`src/rtl/uart_pkg.sv`:
```
`default_nettype none
// ============================================================================
//  Module      : uart_pkg
//  Description : Shared UART types and constants. Holds the receiver FSM
//                state encoding, the ASCII command bytes understood by the
//                downstream command decoder, and the baud divider helper.
//  Revision    : 1.0 - initial release
// ============================================================================
package uart_pkg;

  typedef enum logic [1:0] {
    IDLE  = 2'd0,
    START = 2'd1,
    DATA  = 2'd2,
    STOP  = 2'd3
  } uart_rx_state_t;

  // ASCII command bytes recognised by the command decoder
  localparam logic [7:0] CMD_READ  = 8'h72;  // "r"
  localparam logic [7:0] CMD_CLEAR = 8'h63;  // "c"
  localparam logic [7:0] CMD_MODE  = 8'h6D;  // "m"

  // Clocks per oversampling tick, clamped to at least one clock.
  function automatic int calc_div(input int clk_freq, input int baud, input int ovs);
    int div;
    div = clk_freq / (baud * ovs);
    return (div < 1) ? 1 : div;
  endfunction

endpackage
`default_nettype wire

```
`src/rtl/baud_tick_gen.sv`:
```
`default_nettype none
// ============================================================================
//  Module      : baud_tick_gen
//  Description : Free-running oversampling tick generator. A counter runs
//                0..DIV-1 with DIV = CLK_FREQ/(BAUD*OVS); tick is high for
//                the one clock in which the counter holds DIV-1.
//  Ports       : clk  - system clock
//                rst  - synchronous active-high reset
//                tick - one-clock pulse every DIV clocks
//  Revision    : 1.0 - initial release
// ============================================================================
module baud_tick_gen
  import uart_pkg::*;
#(
  parameter int CLK_FREQ = 100_000_000,
  parameter int BAUD     = 9600,
  parameter int OVS      = 16
) (
  input  logic clk,
  input  logic rst,
  output logic tick
);

  localparam int DIV = calc_div(CLK_FREQ, BAUD, OVS);
  localparam int CW  = (DIV > 1) ? $clog2(DIV) : 1;
  localparam logic [CW-1:0] CNT_LAST = CW'(DIV - 1);

  logic [CW-1:0] cnt_q, cnt_d;

  always_comb begin
    cnt_d = cnt_q + CW'(1);
    if (cnt_q == CNT_LAST) begin
      cnt_d = '0;
    end
  end

  always_ff @(posedge clk) begin
    if (rst) begin
      cnt_q <= '0;
    end else begin
      cnt_q <= cnt_d;
    end
  end

  assign tick = (cnt_q == CNT_LAST);

endmodule
`default_nettype wire

```
`src/rtl/uart_rx.sv`:
```
`default_nettype none
// ============================================================================
//  Module      : uart_rx
//  Description : 8N1 UART receiver with OVS-times oversampling. The line is
//                synchronised, the start bit is verified at its midpoint,
//                data bits are sampled every OVS ticks (LSB first) and the
//                stop bit decides between rx_done and frame_err.
//  Ports       : clk       - system clock
//                rst       - synchronous active-high reset
//                rx        - asynchronous serial input, idle high
//                rx_data   - last correctly received byte (held)
//                rx_done   - one-clock strobe, rx_data valid same cycle
//                rx_busy   - high while a frame is in progress
//                frame_err - one-clock strobe on a low stop bit
//  Revision    : 1.0 - initial release
// ============================================================================
module uart_rx
  import uart_pkg::*;
#(
  parameter int CLK_FREQ = 100_000_000,
  parameter int BAUD     = 9600,
  parameter int OVS      = 16
) (
  input  logic       clk,
  input  logic       rst,
  input  logic       rx,
  output logic [7:0] rx_data,
  output logic       rx_done,
  output logic       rx_busy,
  output logic       frame_err
);

  localparam int TCW = (OVS > 1) ? $clog2(OVS) : 1;
  localparam logic [TCW-1:0] TICK_MID  = TCW'(OVS / 2 - 1);
  localparam logic [TCW-1:0] TICK_LAST = TCW'(OVS - 1);

  logic tick;

  baud_tick_gen #(
    .CLK_FREQ (CLK_FREQ),
    .BAUD     (BAUD),
    .OVS      (OVS)
  ) u_tick_gen (
    .clk  (clk),
    .rst  (rst),
    .tick (tick)
  );

  uart_rx_state_t state_q, state_d;
  logic [1:0]     sync_q, sync_d;
  logic [TCW-1:0] tick_cnt_q, tick_cnt_d;
  logic [2:0]     bit_idx_q, bit_idx_d;
  logic [7:0]     shift_q, shift_d;
  logic [7:0]     rx_data_q, rx_data_d;
  logic           rx_done_q, rx_done_d;
  logic           frame_err_q, frame_err_d;
  // Cleared by a framing error so a held-low line (break) cannot start a
  // new frame until the line has been seen high again in IDLE.
  logic           armed_q, armed_d;
  logic           rx_s;

  assign sync_d = {sync_q[0], rx};
  assign rx_s   = sync_q[1];

  always_comb begin
    state_d     = state_q;
    tick_cnt_d  = tick_cnt_q;
    bit_idx_d   = bit_idx_q;
    shift_d     = shift_q;
    rx_data_d   = rx_data_q;
    rx_done_d   = 1'b0;
    frame_err_d = 1'b0;
    armed_d     = armed_q;

    case (state_q)
      IDLE: begin
        if (rx_s) begin
          armed_d = 1'b1;
        end else if (armed_q) begin
          state_d    = START;
          tick_cnt_d = '0;
        end
      end

      START: begin
        if (tick) begin
          if (tick_cnt_q == TICK_MID) begin
            tick_cnt_d = '0;
            bit_idx_d  = 3'd0;
            // A line that is high again at mid start bit was a glitch.
            state_d    = rx_s ? IDLE : DATA;
          end else begin
            tick_cnt_d = tick_cnt_q + TCW'(1);
          end
        end
      end

      DATA: begin
        if (tick) begin
          if (tick_cnt_q == TICK_LAST) begin
            tick_cnt_d = '0;
            shift_d    = {rx_s, shift_q[7:1]};
            if (bit_idx_q == 3'd7) begin
              state_d = STOP;
            end else begin
              bit_idx_d = bit_idx_q + 3'd1;
            end
          end else begin
            tick_cnt_d = tick_cnt_q + TCW'(1);
          end
        end
      end

      STOP: begin
        if (tick) begin
          if (tick_cnt_q == TICK_LAST) begin
            tick_cnt_d = '0;
            state_d    = IDLE;
            if (rx_s) begin
              rx_data_d = shift_q;
              rx_done_d = 1'b1;
            end else begin
              frame_err_d = 1'b1;
              armed_d     = 1'b0;
            end
          end else begin
            tick_cnt_d = tick_cnt_q + TCW'(1);
          end
        end
      end

      default: begin
        state_d = IDLE;
      end
    endcase
  end

  always_ff @(posedge clk) begin
    if (rst) begin
      state_q     <= IDLE;
      sync_q      <= 2'b11;
      tick_cnt_q  <= '0;
      bit_idx_q   <= 3'd0;
      shift_q     <= 8'h00;
      rx_data_q   <= 8'h00;
      rx_done_q   <= 1'b0;
      frame_err_q <= 1'b0;
      armed_q     <= 1'b0;
    end else begin
      state_q     <= state_d;
      sync_q      <= sync_d;
      tick_cnt_q  <= tick_cnt_d;
      bit_idx_q   <= bit_idx_d;
      shift_q     <= shift_d;
      rx_data_q   <= rx_data_d;
      rx_done_q   <= rx_done_d;
      frame_err_q <= frame_err_d;
      armed_q     <= armed_d;
    end
  end

  assign rx_data   = rx_data_q;
  assign rx_done   = rx_done_q;
  assign frame_err = frame_err_q;
  assign rx_busy   = (state_q != IDLE);

endmodule
`default_nettype wire

```
`config.mk`:
```
export PLATFORM = sky130hd
export DESIGN_NAME = uart_rx
export DESIGN_NICKNAME = d
export VERILOG_FILES = /design/src/rtl/uart_pkg.sv /design/src/rtl/baud_tick_gen.sv /design/src/rtl/uart_rx.sv
export SDC_FILE = /design/constraint.sdc
export NUM_CORES = 1
export LEC_CHECK = 0
export CORE_MARGIN = 8
export CORE_UTILIZATION = 56
export CTS_BUF_LIST = sky130_fd_sc_hd__clkbuf_16
export CTS_CLUSTER_DIAMETER = 80
export DETAILED_ROUTE_END_ITERATION = 6
export PLACE_DENSITY = 0.77
export SETUP_SLACK_MARGIN = 0.3
export SLEW_MARGIN = 10
export SYNTH_ARGS = -nofsm -noshare
export SYNTH_HDL_FRONTEND = slang
export SYNTH_HIERARCHICAL = 1
export SYNTH_SLANG_ARGS = --single-unit
```
`constraint.sdc`:
```
create_clock -name clk -period 2.1 [get_ports clk]
set_input_delay 0.42 -clock clk [delete_from_list [all_inputs] [get_ports clk]]
set_output_delay 0.42 -clock clk [all_outputs]
set_load 0.01 [all_outputs]
```
==> out/qor.tcl <==
set qor(fp.dieArea_sq_um) 5180
set qor(worstPathArrival_ps) 1940
set qor(holdCritPathClass) {register to register}
set qor(dp_hpwl_mm) 2.30
set qor(synth_seq_cells) 40
set qor(maxClockFrequency_ghz) 0.564
set qor(tritoncts) {built}
set qor(post_cts_hold_fix_bufs) 0
set qor(route.detailed.vias_per_inst) 5.59
set qor(synth_warnings) 6
set qor(die_x_extent_microns) 72.0
set qor(grt_pass1_wl_mm) 5.86
set qor(async_flop_share) 0
set qor(critical_path.endpoint_type) {register}
set qor(finish.instance_area_sq_um) 2200
set qor(drc_errors) 0
set qor(most-common-layout-cells) {dfxtp_1, nor2_1, mux2i_1}
set qor(core_region_area_sq_um) 3030
set qor(ios) 14
set qor(drive_above_1_share) 0.197
set qor(seq_area_frac_synth) 0.457
set qor(grt_antenna_before_repair) 0
set qor(clock_tree.root_cell) {clkbuf_16}
set qor(max_slew.worst_pin.slew_ps) 393
set qor(place_congestion) 0.844
set qor(max_slew_headroom_at_the_worst_pin) 0.738
set qor(unrepaired_setup_endpoints_after_global_routing) {true}
set qor(min_period_over_period) 0.845
set qor(drt.antenna.violating_nets) 0
set qor(clock_insertion_delay_worst_skew_ps) 280
set qor(setup-violations-final) 0
set qor(p_per_area_nw_per_um2) 696
set qor(syn-mean-instance-area_sq_um) 9.79
set qor(finalNetCount) 211
set qor(syn_nets) 187
set qor(groute.usage.overall) 0.145
set qor(drtPass1Iterations) 4
set qor(maximum_root_to_sink_buffer_count) 2
set qor(ctsHtreeMaxLevel) 2
set qor(cts_sinks) 40
set qor(layout_commonest_cell) {dfxtp_1}
set qor(gr-total-overflow) 0
set qor(worst_clock_skew_ps) 2.35
set qor(run_status) {complete, no violations}
set qor(vias) 1381
set qor(irDropWorstVdd_uv) 549
set qor(cts.reportedPaths.clkPinSlew_ps) 50
set qor(num_rows) 20
set qor(syn_inst) 179
set qor(detail_route.wirelength_mm) 3.60
set qor(post_synth_instance_area_sq_um) 1750
set qor(finalCriticalPeriod_ps) 1770
set qor(detailed_place.area_sq_um) 1930
set qor(post_synth_num_cell_types) 44
set qor(insertedDiodeCount) 0
set qor(report.final.hold_viol_count) 0
set qor(initial_utilization) 0.579
set qor(max_cap_viol_count) 0
set qor(wl_per_cell_microns) 14.6
set qor(number_of_synthesized_flops_with_an_enable_pin) 0
set qor(vias_in_the_first_global_route) 1357
set qor(worstSetupStartpointType) {register}
set qor(setup-tns-final_ps) 0
set qor(layout.filler_cells) 217
set qor(cts_inserted_buffers) 5
set qor(setup.worst_path.class) {register to register}
set qor(first_iter_violations) 173
set qor(floorplan.die.height_microns) 72.0
set qor(path_max_fanout) 4
set qor(worst_ep_required_time_ps) 2270
set qor(ys.flop_type) {dfxtp_1}
set qor(largest_net_degree_at_the_start_of_global_routing) 18
set qor(static-leakage-power_uw) 0.000821
set qor(io_buffer_count) 13
set qor(maxSlewViolCount) 0
set qor(layout-area-overhead-vs-synth_pct) 25.5
[metrics by stage]
stage / util / setup slack (ps) / instances / power, uW / hold slack (ps)
after floorplan: - / 341 / 179 / 824 / 389
after global placement: 0.637 / 219 / 233 / 837 / 396
after detailed placement: 0.637 / 111 / 233 / 840 / 398
after CTS: 0.715 / 307 / 245 / 1540 / 417
after global routing: 0.726 / 234 / 247 / 1580 / 423
final: 0.726 / 326 / 247 / 1530 / 414
[worst paths after layout]
check | from | to | slack [ps] | depth (start not counted)
worst min-delay path | sync_q[0] | sync_q[1] | 410 | 1
worst min register to register | sync_q[0] | sync_q[1] | 410 | 1
worst max-delay path | u_tick_gen/cnt_q[6] | bit_idx_q[0] | 330 | 6
worst max register to register | u_tick_gen/cnt_q[6] | bit_idx_q[0] | 330 | 6
[registers in the layout, summed over array words and instances, names as in the netlist, named ones only]
register,flops
u_tick_gen/cnt_q,10
rx_data,8
shift_q,8
tick_cnt_q,4
bit_idx_q,3
sync_q,2
armed_q,1
frame_err,1
rx_done,1
state_q,1
[where the power goes]
group | internal, uW | leakage, uW | switching [uW]
combinational | 20.6 | 0.000429 | 27.1
sequential | 766 | 0.000326 | 10.1
clock | 430 | 0.0000657 | 278
[worst max-delay path, cell delays in order (launching register included)]
cell	delay [ps]
dfxtp_4	350
nor4b_4	300
and4_4	300
buf_12	110
buf_4	100
and3_4	200
mux2_4	300
[kinds of logic (layout without fill, tap and decap cells)]
kind of cell / Yosys count / in the layout / synth area share
AND/OR/NAND/NOR: 69 / 69 / 0.226
flip-flops: 40 / 40 / 0.457
AO/OA/AOI/OAI: 28 / 28 / 0.105
multiplexers: 20 / 20 / 0.118
buffers and inverters: 13 / 37 / 0.0393
adder cells (fa/ha/maj): 5 / 5 / 0.0357
XOR/XNOR: 4 / 4 / 0.0200
[per-layer routing]
layer / vias up / GRT usage / part of all wire
met3: 9 / 0.0468 / 0.037
met5: - / 0 / 0
met4: 0 / 0.0862 / 0.024
li1: 684 / - / -
met2: 25 / 0.246 / 0.50
met1: 663 / 0.153 / 0.44
[area by class of cell]
cell class | count | area, sq um | share of cell area
Multi-Input combinational cell | 126 | 922 | 0.419
Sequential cell | 40 | 810 | 0.368
Timing Repair Buffer | 24 | 253 | 0.115
Clock buffer | 5 | 125 | 0.0569
Tap cell | 44 | 55.1 | 0.0250
Inverter | 6 | 22.5 | 0.0102
Clock inverter | 2 | 12.5 | 0.00569
[cell usage after synthesis (2+ instances only)]
cell type / instances / area, sq um
mux2i_1: 18 / 180
a21oi_1: 7 / 35.0
nor2_4: 2 / 22.5
nor3_1: 5 / 25.0
nand3_1: 5 / 25.0
a31oi_1: 3 / 18.8
inv_1: 5 / 18.8
nand2_1: 6 / 22.5
nand2b_1: 3 / 18.8
or3_1: 5 / 31.3
o21ai_0: 7 / 35.0
o31ai_1: 2 / 15.0
buf_6: 2 / 22.5
and3_1: 2 / 12.5
nor2_1: 27 / 101
nand4_2: 2 / 25.0
xnor2_1: 3 / 26.3
ha_1: 5 / 62.6
a21oi_2: 3 / 26.3
nand4_1: 2 / 12.5
dfxtp_1: 40 / 801
clkbuf_1: 2 / 7.51
or2_2: 2 / 12.5
[repair_timing]
action | 4_1_cts | 5_1_grt
pin swaps | 4 | 7
buffers inserted | 5 | 2
gates cloned | 0 | 0
setup endpoints to repair | 19 | 23
resized for setup | 6 | 8
(Power assumes the default switching activity.)
==> variant, RTL diff (same settings) <==
`BAUD` is set to 9600 in 2 places; all go to 2400.
--- a/src/rtl/baud_tick_gen.sv
+++ b/src/rtl/baud_tick_gen.sv
@@ -13,7 +13,7 @@
   import uart_pkg::*;
 #(
   parameter int CLK_FREQ = 100_000_000,
-  parameter int BAUD     = 9600,
+  parameter int BAUD     = 2400,
   parameter int OVS      = 16
 ) (
   input  logic clk,
--- a/src/rtl/uart_rx.sv
+++ b/src/rtl/uart_rx.sv
@@ -18,7 +18,7 @@
   import uart_pkg::*;
 #(
   parameter int CLK_FREQ = 100_000_000,
-  parameter int BAUD     = 9600,
+  parameter int BAUD     = 2400,
   parameter int OVS      = 16
 ) (
   input  logic       clk,
Check against the original RTL: no difference found for any inputs over 10 cycles, from zero or initial values and one cycle with rst high; that may be too few to reach the edited logic, so the function may still have changed.
==> variant against the original RTL <==
- sequential cell count increased by 2
- synthesized cell count grew 6.1%
- routed wire length up 5.9%
- total power rose by 5.2%
- cell area up 8.5%
- setup slack got worse by 180 ps
- worst hold slack got worse by 6.0 ps
- via count increased by 6.8%
- clock skew up 3.4 ps
- synthesized area increased by 6.1%
- final cell count increased by 8.5%
- largest power group unchanged
- highest routed layer unchanged
==> variant: results <==
group,metric,value,unit
outcome,status,"complete, no violations",
worst_setup_path,path_max_fanout,5,
synthesis,yosys_warnings,6,
route,totalWireLength,3.82,mm
synthesis,synth_cell_types,42,
synthesis,synth_fp_nets,198,
final_layout,layout.nets,229,
route,met3RoutedLength,168,um
sta,slew_headroom,74.9,%
final_layout,largest_reg_flops,12,
final_layout,drive_above_1_share,20.7,%
final_layout,regMostFlops,"u_tick_gen/cnt_q",
pwr,ir_drop,0.524,mV
placement,dp_slack,12.5,ps
grt,grt_pass1_wl,6.56,mm
synthesis,netlist_top_cells_count,"dfxtp_1, nor2_1, mux2i_1",
route,drt_iter0_drc,67,
placement,hpwl,2.57,mm
clock_network,path_clk_slew,60,ps
route,met2_length,1.92,mm
clock_network,htree_levels,2,
synthesis,synth_area_leaders,"dfxtp_1, mux2i_1, nor2_1",
grt,grtUsageTotal,15.4,%
placement,place.gp.congestion,0.838,
worst_setup_path,crit_arrival,2180,ps
route,vias_per_cell,5.50,
synthesis,synth-seq-area-share,45.2,%
grt,grt_pass1_vias,1492,
pwr,p_leak,0.000887,uW
route,wl_met1,1.65,mm
placement,placed_cell_area,2080,um^2
sta,clock_skew,5.76,ps
-- variant: changes by cell type after synthesis, sizes merged, moves of 2 or more --
cell   before  now
or4         1    3
o31ai       2    5
dfxtp      40   42
a21oi      10   12
-- variant: cell families after synthesis --
family | synth area share, %
xor gates and xnor gates | 1.88
and+or+nand+nor | 22.9
adders and majority gates | 3.36
muxes | 11.1
DFF | 45.2
buffers and inverters | 3.84
AOI/OAI and AO/OA | 11.6
-- variant: where the power goes --
| group | leakage (uW) | total, uW | switching [uW] | internal [uW] |
|---|---|---|---|---|
| logic | 0.000473 | 62.8 | 32.6 | 30.2 |
| clock network | 0.0000730 | 737 | 301 | 436 |
| registers | 0.000341 | 812 | 6.40 | 806 |
-- variant: area by class of cell --
class                      instances  area, um^2
timing repair buffer              31         317
clock buffer                       5         125
fill                             265         872
sequential                        42         843
tap                               46        57.6
clock inverter                     3        16.3
inverter                           5        18.8
multi-input combinational        136        1010
-- variant: path summary, 6_finish.rpt --
path / to / cells past startpoint / startpoint / slack, ps
worst max register to register: state_q[0] / 8 / u_tick_gen/cnt_q[6] / 150
worst min-delay path: sync_q[1] / 1 / sync_q[0] / 410
worst max-delay path: state_q[0] / 8 / u_tick_gen/cnt_q[6] / 150
worst min register to register: sync_q[1] / 1 / sync_q[0] / 410
-- variant: metrics by stage --
step	utilization, %	cells
2_1_floorplan	-	190
3_3_place_gp	63.9	251
3_5_place_dp	63.9	251
4_1_cts	71.1	266
5_1_grt	73.2	268
6_report	73.2	268
-- variant: critical path: stages (launching register included) --
cell     delay, ps
dfxtp_2        320
or4b_4         550
nor3_4         250
buf_4          170
buf_6           90
buf_6          100
a21oi_4         70
a211o_1        250
a21oi_2        100
-- variant: what timing repair did --
action,4_1_cts,5_1_grt
setup buffers,7,2
setup endpoints to repair,25,40
gates resized for setup,4,8
pin swaps,11,11
endpoints found under the hold margin,0,0
-- variant: metal layers --
metal / vias to the layer above / global-route usage (%)
li1: 741 / -
met4: 0 / 7.10
met5: - / 0
met1: 698 / 16.2
met3: 8 / 5.32
met2: 28 / 26.9
